--- src/rtl/fifo_burst_reader_pkg.sv ---
// Shared constants for fifo_burst_reader: FSM state encodings, occupancy width helper and
// default burst/timeout settings.
package fifo_burst_reader_pkg;

  localparam logic [1:0] ST_IDLE  = 2'd0;
  localparam logic [1:0] ST_BURST = 2'd1;
  localparam logic [1:0] ST_DRAIN = 2'd2;

  localparam int unsigned DEFAULT_BURST_LEN = 4;
  localparam int unsigned DEFAULT_TIMEOUT   = 15;

  // One extra bit so a completely full FIFO (count wrapped to 0) is representable.
  function automatic int unsigned cnt_eff_bit(input int unsigned data_depth);
    return data_depth + 1;
  endfunction

endpackage

--- src/rtl/fifo_burst_reader.sv ---
// Drains a show-ahead FIFO read port into fixed-length, address-incrementing cache bursts.
// Optional partial-burst flush on idle timeout is enabled by BURST_READER_FLUSH_EN.
module fifo_burst_reader
  import fifo_burst_reader_pkg::*;
#(
  parameter int unsigned DATA_BIT   = 16,
  parameter int unsigned DATA_DEPTH = 4,
  parameter int unsigned BURST_LEN  = DEFAULT_BURST_LEN,
  parameter int unsigned ADDR_BIT   = 8,
  parameter int unsigned TIMEOUT    = DEFAULT_TIMEOUT
) (
  input  logic                  clk,
  input  logic                  rst,
  input  logic [DATA_BIT-1:0]   fifo_data,
  input  logic                  fifo_empty,
  input  logic [DATA_DEPTH-1:0] fifo_cnt,
  output logic                  fifo_rd_en,
  output logic                  cache_valid,
  input  logic                  cache_ready,
  output logic [DATA_BIT-1:0]   cache_data,
  output logic [ADDR_BIT-1:0]   cache_addr,
  output logic                  cache_last,
  output logic                  burst_done,
  output logic                  busy
);

  localparam int unsigned CNT_BIT = cnt_eff_bit(DATA_DEPTH);
  localparam logic [CNT_BIT-1:0] FULL_CNT  = CNT_BIT'(1 << DATA_DEPTH);
  localparam logic [CNT_BIT-1:0] BURST_CNT = CNT_BIT'(BURST_LEN);

  logic [1:0]          state_q, state_d;
  logic [CNT_BIT-1:0]  len_q, len_d;
  logic [CNT_BIT-1:0]  beat_q, beat_d;
  logic [ADDR_BIT-1:0] addr_ptr_q;
  logic [CNT_BIT-1:0]  cnt_eff;
  logic                load;
  logic                handshake;
  logic                final_beat;

`ifdef BURST_READER_FLUSH_EN
  localparam int unsigned TO_BIT = $clog2(TIMEOUT + 1);
  localparam logic [TO_BIT-1:0] TO_MAX = TO_BIT'(TIMEOUT);
  logic [TO_BIT-1:0] timeout_q, timeout_d;
`endif

  // A full FIFO reports count 0 while not empty.
  assign cnt_eff    = (fifo_cnt == '0 && !fifo_empty) ? FULL_CNT : {1'b0, fifo_cnt};
  assign handshake  = cache_valid && cache_ready;
  assign final_beat = (beat_q == len_q - 1'b1);
  assign load       = (state_q == ST_BURST) && (beat_q < len_q) && !fifo_empty &&
                      (!cache_valid || cache_ready);
  assign fifo_rd_en = load;
  assign busy       = (state_q != ST_IDLE);

  always_comb begin
    state_d = state_q;
    len_d   = len_q;
    beat_d  = beat_q;
`ifdef BURST_READER_FLUSH_EN
    timeout_d = timeout_q;
`endif
    case (state_q)
      ST_IDLE: begin
        if (cnt_eff >= BURST_CNT) begin
          state_d = ST_BURST;
          len_d   = BURST_CNT;
          beat_d  = '0;
`ifdef BURST_READER_FLUSH_EN
          timeout_d = '0;
        end else if (fifo_empty) begin
          timeout_d = '0;
        end else if (timeout_q == TO_MAX) begin
          // Only this block pops, so cnt_eff words are guaranteed to be present.
          state_d   = ST_BURST;
          len_d     = cnt_eff;
          beat_d    = '0;
          timeout_d = '0;
        end else begin
          timeout_d = timeout_q + 1'b1;
`endif
        end
      end
      ST_BURST: begin
        if (load) begin
          beat_d = beat_q + 1'b1;
          if (final_beat) state_d = ST_DRAIN;
        end
      end
      ST_DRAIN: begin
        if (handshake && cache_last) state_d = ST_IDLE;
      end
      default: state_d = ST_IDLE;
    endcase
  end

  always_ff @(posedge clk) begin
    if (rst) begin
      state_q     <= ST_IDLE;
      len_q       <= '0;
      beat_q      <= '0;
      addr_ptr_q  <= '0;
      cache_valid <= 1'b0;
      cache_data  <= '0;
      cache_addr  <= '0;
      cache_last  <= 1'b0;
      burst_done  <= 1'b0;
`ifdef BURST_READER_FLUSH_EN
      timeout_q   <= '0;
`endif
    end else begin
      state_q    <= state_d;
      len_q      <= len_d;
      beat_q     <= beat_d;
      burst_done <= (state_q == ST_DRAIN) && handshake && cache_last;
`ifdef BURST_READER_FLUSH_EN
      timeout_q  <= timeout_d;
`endif
      if (load) begin
        cache_valid <= 1'b1;
        cache_data  <= fifo_data;
        cache_addr  <= addr_ptr_q;
        cache_last  <= final_beat;
        addr_ptr_q  <= addr_ptr_q + 1'b1;
      end else if (handshake) begin
        cache_valid <= 1'b0;
      end
    end
  end

endmodule

--- config.mk ---
export PLATFORM = sky130hd
export DESIGN_NAME = fifo_burst_reader
export DESIGN_NICKNAME = d
export VERILOG_FILES = /design/src/rtl/fifo_burst_reader_pkg.sv /design/src/rtl/fifo_burst_reader.sv
export SDC_FILE = /design/constraint.sdc
export NUM_CORES = 1
export LEC_CHECK = 0
export ABC_CLOCK_PERIOD_IN_PS = 2000
export BUFFER_PORTS_ARGS = -buffer_cell sky130_fd_sc_hd__buf_2
export CORE_MARGIN = 2
export CORE_UTILIZATION = 52
export CTS_BUF_LIST = sky130_fd_sc_hd__clkbuf_8
export CTS_CLUSTER_SIZE = 8
export DETAILED_ROUTE_END_ITERATION = 6
export GPL_ROUTABILITY_DRIVEN = 0
export PLACE_DENSITY = 0.81
export RECOVER_POWER = 50
export SYNTH_ARGS = -nofsm -noshare
export SYNTH_HDL_FRONTEND = slang
export SYNTH_SLANG_ARGS = --single-unit
--- constraint.sdc ---
create_clock -name clk -period 2 [get_ports clk]
set_clock_uncertainty 0.15 [all_clocks]
set_input_delay 0.2 -clock clk [delete_from_list [all_inputs] [get_ports clk]]
set_output_delay 0.2 -clock clk [all_outputs]
set_load 0.03 [all_outputs]
After elaboration in Yosys (flattened, before gate mapping)

Index checks and enable logic that the tools add are counted.

Flip-flop bits (word level): 43
Input port bits: 24
Output and inout bits: 29
Logic and storage cells: 51

$add $sub $neg: 3
Order comparisons: 2
Equal/unequal tests: 7
Muxes and demuxes: 11
Reductions and logical operators: 19

Operator list:

| operator            | number |
|---|---|
| $mux 5              | 3 |
| $pmux 5 s2          | 1 |
| $add 8x1->8 const B | 1 |
| $logic_and 1x1->1   | 8 |
| $mux 2              | 4 |
| $ne 2x2->1 const B  | 4 |
| $pmux 2 s3          | 1 |
| $reduce_bool 2->1   | 3 |
| $add 5x1->5 const B | 1 |
| $eq 5x5->1          | 1 |
| $ge 5x3->1 const B  | 1 |
| $lt 5x3->1          | 1 |
| $logic_not 4->1     | 1 |
| $reduce_and 4->1    | 1 |
| $sub 3x1->4 const B | 1 |
| $reduce_and 3->1    | 1 |
| $eq 2x1->1 const B  | 1 |
| $eq 2x2->1 const B  | 1 |
| $logic_not 1->1     | 2 |
| $logic_not 2->1     | 1 |
| $mux 1              | 2 |
| $reduce_and 2->1    | 1 |
| $logic_or 1x1->1    | 1 |

Logic depth before layout (Yosys ltp)

Depth after elaboration: 6
Gate-level depth with buffers: 8
Mapped depth without buffers: 7

Worst setup path before layout

Ideal clock, no wire load.

Path type: register -> register
Start: register state_q[1]
End: register addr_ptr_q[7]
Setup time: 132 ps
Arrival: 1467 ps
Data required time: 1718 ps
Slack: 251 ps
Stages on the path, launching flop included: 5
Path buffers: 0
Period minus slack after synthesis: 1749 ps
Cell sequence: dfxtp_1 or4b_1 nor4_4 a31o_2 a21oi_1

Word-level cells in the longest chain between the ends: 4

RTL lines:

| what                            | line                     | source |
|---|---|---|
| start: declaration              | fifo_burst_reader.sv:31  | `logic [1:0] state_q, state_d;` |
| start signal: assignment        | fifo_burst_reader.sv:111 | `state_q <= state_d;` |
| $eq 2x1->1                      | fifo_burst_reader.sv:50  | `assign load = (state_q == ST_BURST) && (beat_q < len_q) && !fifo_empty &&` |
| $logic_and 1x1->1 (3 in series) | fifo_burst_reader.sv:50  |  |
| end signal: assignment          | fifo_burst_reader.sv:123 | `addr_ptr_q <= addr_ptr_q + 1'b1;` |
| end: declaration                | fifo_burst_reader.sv:34  | `logic [ADDR_BIT-1:0] addr_ptr_q;` |

Every way passes these cells.
A chain may end at the register's enable or synchronous reset.

Worst setup path in the final report

Start: register state_q[1]
End: output fifo_rd_en

Word-level cells in the longest chain between the ends: 4

RTL lines:

| what                            | line                    | source |
|---|---|---|
| $eq 2x1->1                      | fifo_burst_reader.sv:50 |  |
| $logic_and 1x1->1 (3 in series) | fifo_burst_reader.sv:50 |  |
| end: declaration                | fifo_burst_reader.sv:17 | `output logic fifo_rd_en,` |

Every way passes these cells.

==> qor.csv <==
stage;metric;value;unit
setup_path;CP Class;reg -> out;
grt;first-pass GRT wire length;5910;um
pwr;Power Dens Cells;694;nW/um2
clock_network;TritonCTS buffer count;5;
setup_path;CP max-delay cell;nor4b_4;
setup_path;crit path cell chain;nor4b_4 > nand3_4 > inv_4 > buf_4;
drt;final WL;3750;um
logic_synthesis;synth top area cells;dfxtp_1 (51%), nand2_1 (12%), a21oi_1 (10%);
timing;Fin Hold WS;0.0125;ns
die;full die area;3740;um2
clock_network;clock latency on the worst-skew pair;0.29;ns
die;Die H;61.2;um
setup_path;R2R cell count;4;
finish;register area;861;um2
clock_network;buffer depth of the longest clock path;2;
setup_path;crit-path max cell delay;0.39;ns
placed_design;setup slack at placement;0.140;ns
placed_design;hpwl dp;2460;um
setup_path;Critical path buffers and inverters;2;
drt;DR DRC count;0;
logic_synthesis;area share of the largest cell type after synthesis;0.507;
logic_synthesis;most frequent cell after synthesis;nand2_1;
grt;largest net degree at the start of global routing;29;
setup_path;CP Max Fanout;8;
logic_synthesis;#FFs+latches synth;43;
setup_path;CP top delay family;simple AND/OR/NAND/NOR gates;
setup_path;CP required;1.65;ns
logic_synthesis;mapped cell area;1700;um2
hold_path;hold crit path type;in -> reg;
die;Die Wd;61.2;um
logic_synthesis;Mapped Nets;228;
timing;max-slew violations;0;
finish;fillers;263;
clock_network;CTS tree;done;
timing;Max transition margin;0.679;
clock_network;H-tree levels;2;
pwr;PnR Total Power;0.00156;W
timing;final hold violation count;0;
grt;GRT Total Usage;0.210;
logic_synthesis;Post-Synthesis Cells;201;
grt;GRT Residual Overflow;0;
finish;diodes inserted;0;
logic_synthesis;number of flops mapped to enable cells by yosys;0;
setup_path;Arrival @ worst endpoint;1.56;ns
die;Starting Density;0.552;
logic_synthesis;ys async rst share;0;
finish;Layout Cells excl Fill;317;
run;MaxCap Viol Count;0;
setup_path;critical path capture point type;output pin;
clock_network;Clk pin slew, worst setup/hold paths;0.08;ns
timing;Fmax;0.525;GHz
status;status;finished clean;
placed_design;dpl cells;294;
finish;layout cells sized above 1;0.172;
drt;router iterations before antenna repair;4;
timing;period utilization;0.953;
pwr;LEAKAGE;0.822;nW
setup_path;nature of the critical path startpoint;flip-flop;
timing;Slew @ Worst Pin;0.482;ns
logic_synthesis;Avg Inst Size Synth;8.45;um2
clock_network;Root Driver;clkbuf_8;
drt;Iter 0 DRT Violations;43;
drt;routed len/inst;11.8;um
logic_synthesis;largest area contributor in the netlist;dfxtp_1;
pwr;Peak VDD IR;0.000446;V
timing;minimum clock period;1.91;ns
grt;initial antenna violation count;0;
hold_path;Cells on Worst Hold Path;3;
finish;Area Growth Syn to Fin;32.8;%
timing;Final WS setup;0.0946;ns
timing;# setup viols final;0;
die;row count;20;
die;core footprint;3080;um2
logic_synthesis;Synth cell types;33;
finish;Multi-input gate area;801;um2
drt;post-route ant nets;0;
setup_path;Crit. path cell count;4;
die;IO Count;53;
logic_synthesis;Synth warnings;0;
timing;setup_tns;0;ns
drt;vias per cell;5.02;
placed_design;I/O Buffers;52;
finish;net count of the finished layout;299;
logic_synthesis;register area share after synthesis;0.507;
logic_synthesis;Synth top cells by count;nand2_1 (56), dfxtp_1 (43), a21oi_1 (34);
drt;Vias;1592;
clock_network;CTS Sinks;43;
logic_synthesis;top_reg_cell synth;dfxtp_1;
grt;number of global-route vias before repair;1428;
## metrics by stage
step	utilization	cell area [um2]
2_1_floorplan	-	1700
3_3_place_gp	0.662	2040
3_5_place_dp	0.662	2040
4_1_cts	0.739	2280
5_1_grt	0.733	2260
6_report	0.733	2260
## cell type report
type	instances	area share
clock buffers	5	0.0305
clock inverters	3	0.00721
inverters	3	0.00610
multi-input cells	145	0.355
flip-flops and latches	43	0.382
well taps	44	0.0244
repair buffers	74	0.195
## registers in the layout, summed over array words and instances, names as in the netlist
signal       count
beat_q           5
burst_done       1
cache_data      16
state_q          2
cache_last       1
len_q            1
cache_addr       8
cache_valid      1
addr_ptr_q       8
## worst reg2reg max path, delay by kind of cell (launching register included)
family,cells,cell delay [ns]
AOI/OAI and AO/OA,2,0.25
DFF,1,0.38
and+or+nand+nor,2,0.97
## metal layers
layer  up-vias  GRT usage  routed length, um
met4         0     0.0466                 25
met2        47      0.384               1900
met1       716      0.247               1590
li1        823          -                  -
met3         6     0.0525                237
met5         -          0                  0
## cell usage in the layout, fill, tap and decap left out, drive strengths merged, types with 3 or more instances in the layout
master / Yosys / routed
inv: 3 / 4
dfxtp: 43 / 43
buf: 3 / 31
nand3: 5 / 5
nor2: 10 / 10
clkbuf: 7 / 33
ha: 3 / 3
a21oi: 34 / 34
o21ai: 4 / 4
dlygate4sd3: 0 / 15
nand4: 4 / 4
nand2: 56 / 56
nand4b: 3 / 3
## power breakdown
| group | internal [W] | leakage (nW) | switching (W) | total (W) |
|---|---|---|---|---|
| clock network | 0.000239 | 0.0453 | 0.000283 | 0.000522 |
| registers | 0.000869 | 0.348 | 0.00000993 | 0.000879 |
| logic | 0.0000720 | 0.429 | 0.0000909 | 0.000163 |
| total | 0.00118 | 0.822 | 0.000384 | 0.00156 |
## logic make-up (layout without fill, tap and decap cells)
family                     after synthesis  in the layout  share of synthesized area
adders and majority gates                3              3                     0.0221
xor gates and xnor gates                 3              3                     0.0155
and+or+nand+nor                         96             96                      0.288
DFF                                     43             43                      0.507
AOI/OAI and AO/OA                       43             43                      0.137
buffers and inverters                   13             85                     0.0309
## final timing paths
path                                            startpoint                           to  slack (ns)
worst max-delay path               state_q[1]$_SDFFE_PP0P_                   fifo_rd_en        0.09
worst min-delay path                         fifo_data[11]  cache_data[11]$_SDFFE_PP0P_        0.01
worst max register to register     state_q[1]$_SDFFE_PP0P_   addr_ptr_q[7]$_SDFFE_PP0P_        0.12
worst min register to register  cache_addr[0]$_SDFFE_PP0P_   cache_addr[0]$_SDFFE_PP0P_        0.30
## repair_timing
item | CTS | global route
hold endpoints to repair | 15 | 0
hold buffers | 15 | 0
buffers inserted | 0 | 0
gates resized for setup | 2 | 4
setup endpoints to repair | 1 | 2
Note: power is estimated with default switching activity, not from simulation.
